[config.mk]
export PLATFORM = sky130hd
export DESIGN_NAME = resp_id_restorer
export DESIGN_NICKNAME = d
export VERILOG_FILES = /design/src/rtl/rob_pkg.sv /design/src/rtl/rob_sync_fifo.sv /design/src/rtl/resp_id_restorer.sv
export SDC_FILE = /design/constraint.sdc
export NUM_CORES = 1
export LEC_CHECK = 0
export ABC_CLOCK_PERIOD_IN_PS = 4800
export CORE_UTILIZATION = 35
export CTS_BUF_LIST = sky130_fd_sc_hd__clkbuf_4
export DETAILED_ROUTE_END_ITERATION = 8
export PLACE_DENSITY = 0.62
export SLEW_MARGIN = 10
export SYNTH_ARGS = -nofsm -noshare
export SYNTH_HDL_FRONTEND = slang
export SYNTH_SLANG_ARGS = --single-unit
export TNS_END_PERCENT = 1
[constraint.sdc]
create_clock -name clk -period 4.8 [get_ports clk]
set_input_delay 0.72 -clock clk [delete_from_list [all_inputs] [get_ports clk]]
set_output_delay 0.72 -clock clk [all_outputs]
set_load 0.1 [all_outputs]
[src/rtl/rob_pkg.sv]
// Shared definitions for the ROB response path: default widths, the buffered
// R-beat record and the RRESP codes.
package rob_pkg;

  localparam int R_ID_WIDTH   = 4;
  localparam int R_DATA_WIDTH = 32;

  localparam logic [1:0] OKAY   = 2'b00;
  localparam logic [1:0] SLVERR = 2'b10;

  typedef struct packed {
    logic [R_ID_WIDTH-1:0]   id;
    logic [R_DATA_WIDTH-1:0] data;
    logic [1:0]              resp;
    logic                    last;
  } r_beat_t;

endpackage

[src/rtl/rob_sync_fifo.sv]
// Show-ahead synchronous FIFO of R beats; the head entry is visible on dout
// whenever empty is low.
module rob_sync_fifo
  import rob_pkg::*;
#(
  parameter int  DEPTH  = 4,
  parameter type beat_t = r_beat_t
) (
  input  logic                       clk,
  input  logic                       rst,
  input  logic                       push,
  input  beat_t                      din,
  input  logic                       pop,
  output beat_t                      dout,
  output logic                       full,
  output logic                       empty,
  output logic [$clog2(DEPTH+1)-1:0] count
);

  localparam int PTR_W = $clog2(DEPTH);
  localparam int CNT_W = $clog2(DEPTH+1);

  beat_t            mem [DEPTH];
  logic [PTR_W-1:0] wr_ptr_reg;
  logic [PTR_W-1:0] rd_ptr_reg;
  logic [CNT_W-1:0] count_reg;
  logic             do_push;
  logic             do_pop;

  // A full FIFO refuses a push even when the head leaves in the same cycle.
  assign do_push = push & ~full;
  assign do_pop  = pop & ~empty;

  always_ff @(posedge clk) begin
    if (do_push) begin
      mem[wr_ptr_reg] <= din;
    end
  end

  always_ff @(posedge clk) begin
    if (rst) begin
      wr_ptr_reg <= '0;
      rd_ptr_reg <= '0;
      count_reg  <= '0;
    end else begin
      if (do_push) begin
        wr_ptr_reg <= wr_ptr_reg + PTR_W'(1);
      end
      if (do_pop) begin
        rd_ptr_reg <= rd_ptr_reg + PTR_W'(1);
      end
      case ({do_push, do_pop})
        2'b10:   count_reg <= count_reg + CNT_W'(1);
        2'b01:   count_reg <= count_reg - CNT_W'(1);
        default: count_reg <= count_reg;
      endcase
    end
  end

  assign dout  = mem[rd_ptr_reg];
  assign full  = (count_reg == CNT_W'(DEPTH));
  assign empty = (count_reg == '0);
  assign count = count_reg;

endmodule

[src/rtl/resp_id_restorer.sv]
// Restores original master IDs on read-response beats, releases unique IDs on
// the last beat of each burst and drops beats whose unique ID is not in flight.
module resp_id_restorer
  import rob_pkg::*;
#(
  parameter int ID_WIDTH   = R_ID_WIDTH,
  parameter int DATA_WIDTH = R_DATA_WIDTH,
  parameter int FIFO_DEPTH = 4
) (
  input  logic                  clk,
  input  logic                  rst,
  input  logic                  alloc_gnt,
  input  logic [ID_WIDTH-1:0]   alloc_uid,
  input  logic                  s_rvalid,
  output logic                  s_rready,
  input  logic [ID_WIDTH-1:0]   s_rid,
  input  logic [DATA_WIDTH-1:0] s_rdata,
  input  logic [1:0]            s_rresp,
  input  logic                  s_rlast,
  output logic [ID_WIDTH-1:0]   unique_id_to_free,
  input  logic [ID_WIDTH-1:0]   restored_id,
  output logic                  free_req,
  output logic                  m_rvalid,
  input  logic                  m_rready,
  output logic [ID_WIDTH-1:0]   m_rid,
  output logic [DATA_WIDTH-1:0] m_rdata,
  output logic [1:0]            m_rresp,
  output logic                  m_rlast,
  output logic                  err_unknown_id
);

  localparam int NUM_UIDS = 2**ID_WIDTH;
  localparam int CNT_W    = $clog2(FIFO_DEPTH+1);

  typedef struct packed {
    logic [ID_WIDTH-1:0]   id;
    logic [DATA_WIDTH-1:0] data;
    logic [1:0]            resp;
    logic                  last;
  } beat_t;

  logic [NUM_UIDS-1:0] outstanding_reg;
  logic                err_unknown_reg;
  logic                fifo_full;
  logic                fifo_empty;
  logic [CNT_W-1:0]    fifo_count;
  logic                unused_count;
  beat_t               push_beat;
  beat_t               head_beat;
  logic                accept;
  logic                known;
  logic                push;
  logic                pop;

  assign s_rready          = ~rst & ~fifo_full;
  assign accept            = s_rvalid & s_rready;
  assign known             = outstanding_reg[s_rid];
  assign push              = accept & known;
  assign free_req          = push & s_rlast;
  assign unique_id_to_free = s_rid;
  assign unused_count      = ^fifo_count;

  // One flop per unique ID; a grant overrides a release landing on the same bit.
  genvar gi;
  generate
    for (gi = 0; gi < NUM_UIDS; gi++) begin : g_outstanding
      always_ff @(posedge clk) begin
        if (rst) begin
          outstanding_reg[gi] <= 1'b0;
        end else if (alloc_gnt && (alloc_uid == ID_WIDTH'(gi))) begin
          outstanding_reg[gi] <= 1'b1;
        end else if (free_req && (s_rid == ID_WIDTH'(gi))) begin
          outstanding_reg[gi] <= 1'b0;
        end
      end
    end
  endgenerate

  always_ff @(posedge clk) begin
    if (rst) begin
      err_unknown_reg <= 1'b0;
    end else begin
      err_unknown_reg <= accept & ~known;
    end
  end

  assign err_unknown_id = err_unknown_reg;

  assign push_beat = '{id: restored_id, data: s_rdata, resp: s_rresp, last: s_rlast};
  assign pop       = m_rvalid & m_rready;

  rob_sync_fifo #(
    .DEPTH  (FIFO_DEPTH),
    .beat_t (beat_t)
  ) u_fifo (
    .clk   (clk),
    .rst   (rst),
    .push  (push),
    .din   (push_beat),
    .pop   (pop),
    .dout  (head_beat),
    .full  (fifo_full),
    .empty (fifo_empty),
    .count (fifo_count)
  );

  assign m_rvalid = ~fifo_empty;
  assign m_rid    = head_beat.id;
  assign m_rdata  = head_beat.data;
  assign m_rresp  = head_beat.resp;
  assign m_rlast  = head_beat.last;

endmodule

==> reports/results.tsv, run 1 <==
stage	metric	value	unit
sta	slew_violations	0	
global_route	grt_usage	0.138	
yosys	yosysSeqAreaShare	0.732	
sta	setup_tns	0	ps
sta	fin_skew	23.8	ps
sta	worst_pin_slew	1040	ps
clock_network	ctsLongestPathBuffers	2	
sta	grt_setup_unrepaired	no	
power_and_ir_drop	ir_drop	169	uV
yosys	ys_warn_count	0	
detailed_routing	wire_per_inst	18.0	um
floorplan	fp.coreArea	19700	sq um
clock_network	post_cts_buffers	0	
global_route	grt_pass1_wl	20.8	mm
placed_design	gp_congestion	0.867	
placed_design	portBuffers	98	
worst_setup_path	rrSetupSlack	2160	ps
yosys	syn_area	7110	sq um
sta	final.min_clock_period	3800	ps
clock_network	clkTransAtPathRegs	140	ps
sta	hold_viol_final	0	
worst_hold_path	min_path_type	reg -> reg	
clock_network	ctsHoldBuffers	0	
layout	nFillCells	1737	
floorplan	die_area	20900	sq um
worst_setup_path	rr_worst_depth	9	
clock_network	htreeDepth	4	
layout	stdcell_count	757	
worst_setup_path	crit_arrival	3080	ps
worst_setup_path	setup.worst_path.end_class	output pin	
layout	area_delta_synth_final	21.8	%
detailed_routing	via_count	3716	
placed_design	dp_cells	725	
floorplan	start_util	0.361	
placed_design	dpl_cell_area	8380	sq um
global_route	grt_pass1_vias	3785	
layout	finalInstanceArea	8670	sq um
worst_hold_path	hold-path-endpoint	u_fifo.wr_ptr_reg[0]$_SDFFE_PP0P_	
sta	fmax	263	MHz
sta	setup_slack	996	ps
clock_network	post_cts_resized	0	
layout	drive_above_1_share	0.205	
worst_setup_path	crit_type	reg -> out	
yosys	synth_nets	429	
layout	seq_area	5210	sq um
worst_hold_path	whs_path_depth	1	
worst_setup_path	critPathMaxFanout	39	
worst_hold_path	min_from	u_fifo.wr_ptr_reg[0]$_SDFFE_PP0P_	
run_status	run_status	complete, no violations	
floorplan	row_count	51	
detailed_routing	firstDrtPassIters	6	
detailed_routing	drcViolationCount	0	
detailed_routing	drtIter0Drc	179	
placed_design	dp_slack	841	ps
worst_setup_path	start_kind	flip-flop	
yosys	syn_inst	371	
detailed_routing	wirelength	13.6	mm
clock_network	cts_buffers	17	
worst_setup_path	worst_ep_required_time	4080	ps
floorplan	boundaryPins	99	
yosys	avgSynthCellArea	19.2	sq um
global_route	grt.overflow.total	0	
floorplan	die_y	145	um
layout	fin_nets	537	
yosys	synth.distinct_cells	37	
layout	largest_reg_flops	156	
detailed_routing	antenna_left	0	
clock_network	cts-root-buf	clkbuf_4	
sta	setup_viol_count_final	0	
layout	insertedDiodeCount	0	
detailed_routing	viasPerCell	4.91	
placed_design	place_hpwl	8.95	mm
layout	final_core_util	0.440	
floorplan	die_w	145	um
power_and_ir_drop	p_leak	2.74	nW
yosys	ys_seq_elements	182	
worst_setup_path	rr_startpoint	u_fifo.count[2]$_SDFFE_PP0P_	
sta	max_slew_margin	0.306	
worst_setup_path	crit-reg2reg-capture	u_fifo.count[2]$_SDFFE_PP0P_	
global_route	antenna_found_initial	0	
clock_network	clkLatencyLatePin	570	ps
run	maxCapViolCount	0	
clock_network	clock_sinks	182	
power_and_ir_drop	cellPowerDensity	393	nW/um^2
layout	multi_input_area	1790	sq um
global_route	grt_start_max_net_pins	40	
clock_network	cts_tree	built	
sta	period_share	0.792	
==> report_power, final <==
| part | leakage (nW) | internal [W] | switching, W | total (W) |
|---|---|---|---|---|
| Clock | 0.152 | 0.000239 | 0.000573 | 0.000812 |
| Sequential | 1.62 | 0.00174 | 0.0000554 | 0.00180 |
| Combinational | 0.974 | 0.000248 | 0.000544 | 0.000792 |
| Total | 2.74 | 0.00223 | 0.00117 | 0.00340 |
==> through the flow <==
stage | hold slack (ps) | total power [W]
6_report | 525 | 0.00340
5_1_grt | 564 | 0.00354
4_1_cts | 535 | 0.00345
3_5_place_dp | 502 | 0.00264
3_3_place_gp | 484 | 0.00263
2_1_floorplan | 461 | 0.00243
==> synth_stat cells, drive strengths merged <==
master	instances	area [sq um]
a21oi	2	10.0
a22oi	3	32.5
a31oi	1	21.3
and2	2	12.5
and2b	6	51.3
and4	1	11.3
and4bb	1	12.5
buf	11	76.3
clkbuf	6	22.5
dfxtp	26	521
edfxtp	156	4680
fa	1	20.0
ha	5	62.6
inv	5	18.8
mux2	1	15.0
mux2i	12	120
mux4	39	878
nand2	5	18.8
nand2b	1	6.26
nand3	5	25.0
nand3b	7	52.6
nand4	1	6.26
nor2	10	37.5
nor2b	17	106
nor3b	1	12.5
nor4b	1	15.0
o2111a	1	11.3
o21ai	33	165
or2b	1	7.51
or3	3	18.8
or3b	3	26.3
xnor2	1	8.76
xor2	3	26.3
==> layout by cell type (no fill, tap or decap), types with 2 or more instances in the layout <==
cell,n
o21ai_0,33
and2b_2,5
nand3b_1,7
nand2_1,5
xor2_1,3
buf_4,12
inv_6,3
clkinv_4,4
edfxtp_1,156
or3b_2,3
ha_1,5
or3_1,3
clkdlybuf4s50_1,94
inv_8,5
dfxtp_1,24
nor2b_1,17
mux4_2,39
clkbuf_4,17
clkinv_8,2
nand3_1,5
inv_1,5
mux2i_1,12
nor2_1,10
a21oi_1,2
and2_1,2
a22oi_2,2
==> cell families (layout without fill, tap and decap cells) <==
kind of cell    Yosys count  in the layout  synth area share
flops                   182            182             0.732
simple gates             65             65            0.0591
mux                      52             52             0.142
compound gates           40             40            0.0338
buf+inv                  22            143            0.0165
fa+ha+maj                 6              6            0.0116
xor+xnor                  4              4           0.00493
==> worst max path at each step <==
stage | from | endpoint | slack, ps | depth (start not counted)
2_1_floorplan | rst | s_rready | 1670 | 3
3_3_place_gp | s_rid[1] | u_fifo.count[2]$_SDFFE_PP0P_ | 1000 | 11
3_5_place_dp | s_rid[1] | u_fifo.count[2]$_SDFFE_PP0P_ | 840 | 11
4_1_cts | flip-flop | m_rdata[0] | 840 | 2
5_1_grt | flip-flop | m_rdata[5] | 750 | 2
6_report | flip-flop | m_rdata[18] | 1000 | 2
==> critical path, cell delays in order, from the launching register on <==
cell             delay, ps
dfxtp_4                900
mux4_2                 610
clkdlybuf4s50_1        990
==> layout make-up <==
type                            instances  share of cell area
Multi-Input combinational cell        167               0.207
Clock buffer                           17              0.0147
Timing Repair Buffer                  106               0.119
Sequential cell                       182               0.601
Tap cell                              265              0.0383
Clock inverter                         15              0.0182
Inverter                                5             0.00217
==> per-layer routing <==
layer / vias up / GRT usage / routed length (um) / part of all wire
met3: 27 / 0.0397 / 835 / 0.061
met1: 1865 / 0.166 / 5750 / 0.42
met5: - / 0 / 0 / 0
met2: 122 / 0.232 / 6770 / 0.50
li1: 1702 / - / - / -
met4: 0 / 0.0565 / 272 / 0.020
Note: power is estimated with default switching activity, not from simulation.
==> inputs of run 2 (changes only) <==
Settings changed: ABC_CLOCK_PERIOD_IN_PS 4800 to 3400, PLACE_DENSITY 0.62 to 0.64.
Clock period 4.8 ns to 3.4 ns, I/O delays scaled along.
==> reports/results.tsv, run 2 (synthesis results as in run 1) <==
stage	metric	value	unit	change
layout	largest_reg_flops	156		unchanged
layout	area_delta_synth_final	21.8	%	about the same
power_and_ir_drop	p_int	0.00318	W	+43%
sta	fin_skew	19.8	ps	-4.01 ps
sta	worst_pin_slew	966	ps	-70.5 ps
power_and_ir_drop	sw_frac_of_total	0.337		-0.00798
global_route	grt_pass1_vias	3845		+1.6%
sta	fmax	332	MHz	
sta	setup_viol_count_final	0		unchanged
sta	setup_tns	0	ps	unchanged
run_status	run_status	complete, no violations		
power_and_ir_drop	power.switching	0.00162	W	+38%
sta	period_share	0.886		
layout	insertedDiodeCount	0		unchanged
global_route	antenna_found_initial	0		unchanged
sta	setup_slack	388	ps	-608 ps
placed_design	place_hpwl	8.41	mm	-6.0%
clock_network	htreeDepth	4		unchanged
sta	slew_violations	0		unchanged
clock_network	clkTransAtPathRegs	140	ps	about the same
power_and_ir_drop	power_frac_seq	0.517		-0.012
layout	final_cell_mix	156 x edfxtp_1, 53 x clkdlybuf4s50_1, 50 x buf_4		
power_and_ir_drop	ir_drop	255	uV	+51%
clock_network	clkLatencyLatePin	550	ps	-20 ps
worst_hold_path	min_path_type	reg -> reg		
power_and_ir_drop	power_frac_clock	0.240		about the same
floorplan	boundaryPins	99		unchanged
detailed_routing	drcViolationCount	0		unchanged
placed_design	portBuffers	98		unchanged
power_and_ir_drop	p_leak	2.81	nW	+2.4%
detailed_routing	wirelength	13.7	mm	+0.46%
worst_setup_path	crit_arrival	2500	ps	-580 ps
power_and_ir_drop	power	0.00480	W	+41%
sta	final.min_clock_period	3010	ps	
worst_setup_path	crit_type	in -> out		
floorplan	die_w	145	um	unchanged
detailed_routing	firstDrtPassIters	4		-2
floorplan	start_util	0.361		unchanged
clock_network	post_cts_resized	0		unchanged
detailed_routing	viasPerCell	4.86		-0.91%
placed_design	dp_cells	729		+0.55%
worst_setup_path	start_kind	primary input		
detailed_routing	wire_per_inst	18.0	um	+0.20%
layout	drive_above_1_share	0.291		+0.0862
global_route	grt_pass1_wl	20.8	mm	-0.10%
placed_design	gp_congestion	0.879		+1.3%
floorplan	die_y	145	um	unchanged
power_and_ir_drop	cellPowerDensity	554	nW/um^2	+41%
detailed_routing	via_count	3692		-0.65%
layout	final_core_util	0.440		about the same
clock_network	cts-root-buf	clkbuf_4		
clock_network	cts_buffers	17		unchanged
power_and_ir_drop	p_comb_frac	0.242		+0.009
sta	hold_viol_final	0		unchanged
global_route	grt_start_max_net_pins	40		unchanged
worst_setup_path	critPathMaxFanout	13		-67%
detailed_routing	drtIter0Drc	151		-16%
worst_setup_path	setup.worst_path.end_class	output pin		
layout	fin_nets	541		+0.74%
layout	final_common_cell	edfxtp_1		
floorplan	die_area	20900	sq um	unchanged
clock_network	clock_sinks	182		unchanged
layout	stdcell_count	759		+0.26%
placed_design	dp_slack	114	ps	-727 ps
clock_network	ctsHoldBuffers	0		unchanged
floorplan	row_count	51		unchanged
global_route	grt_usage	0.137		-0.000414
clock_network	cts_tree	built		
clock_network	post_cts_buffers	0		unchanged
global_route	grt.overflow.total	0		unchanged
sta	max_slew_margin	0.354		+0.0472
run	maxCapViolCount	0		unchanged
floorplan	fp.coreArea	19700	sq um	unchanged
worst_setup_path	worst_ep_required_time	2890	ps	-1190 ps
clock_network	ctsLongestPathBuffers	2		unchanged
detailed_routing	antenna_left	0		unchanged
sta	grt_setup_unrepaired	no		
## run 2: cell types whose count changed in the layout (fill, tap and decap cells not counted), sizes merged
cell / change
buf: +45
bufinv: +1
clkinvlp: +1
clkinv: -2
clkdlybuf4s50: -41
inv: -2
## run 2: area by class of cell
type	instances	area, sq um
timing repair buffer	110	1050
multi-input combinational	167	1790
fill	1730	11100
tap	265	332
sequential	182	5210
clock inverter	13	141
inverter	5	18.8
clock buffer	17	128
## run 2: critical path, stage by stage
cell             delay, ps
clkdlybuf4s50_1        500
buf_12                 150
mux2i_1                270
a22oi_1                130
and4_4                 200
a31oi_4                150
buf_4                  180
and2b_2                240
buf_12                 160
## run 2: power groups by stage
stage,Clock (W),Sequential [W],Combinational (W)
5_1_grt,0.00128,0.00249,0.00122
3_5_place_dp,0,0.00253,0.00118
4_1_cts,0.00118,0.00248,0.00118
2_1_floorplan,0,0.00253,0.000896
3_3_place_gp,0,0.00253,0.00117
6_report,0.00115,0.00248,0.00116
## run 2: metrics by stage
step / hold slack [ps] / cell area [sq um]
after floorplan: 461 / 7110
after global placement: 477 / 8400
after detailed placement: 523 / 8400
after CTS: 501 / 8670
after global routing: 513 / 8670
final: 533 / 8670
## run 2: metal layers
layer  wire (um)  vias up  track usage  share of wire
li1            -     1698            -              -
met1        5910     1878        0.171           0.43
met2        6890      101        0.232           0.50
met3         718       15       0.0371          0.052
met4         167        0       0.0443          0.012
met5           0        -            0              0
## run 2: worst paths after layout
check / to / slack [ps] / start / cells after the start
hold / removal: u_fifo.count[2]$_SDFFE_PP0P_ / 530 / u_fifo.count[2]$_SDFFE_PP0P_ / 2
hold reg to reg: u_fifo.count[2]$_SDFFE_PP0P_ / 530 / u_fifo.count[2]$_SDFFE_PP0P_ / 2
setup / recovery: free_req / 390 / s_rid[1] / 9
setup reg to reg: u_fifo.count[2]$_SDFFE_PP0P_ / 940 / u_fifo.count[0]$_SDFFE_PP0P_ / 9
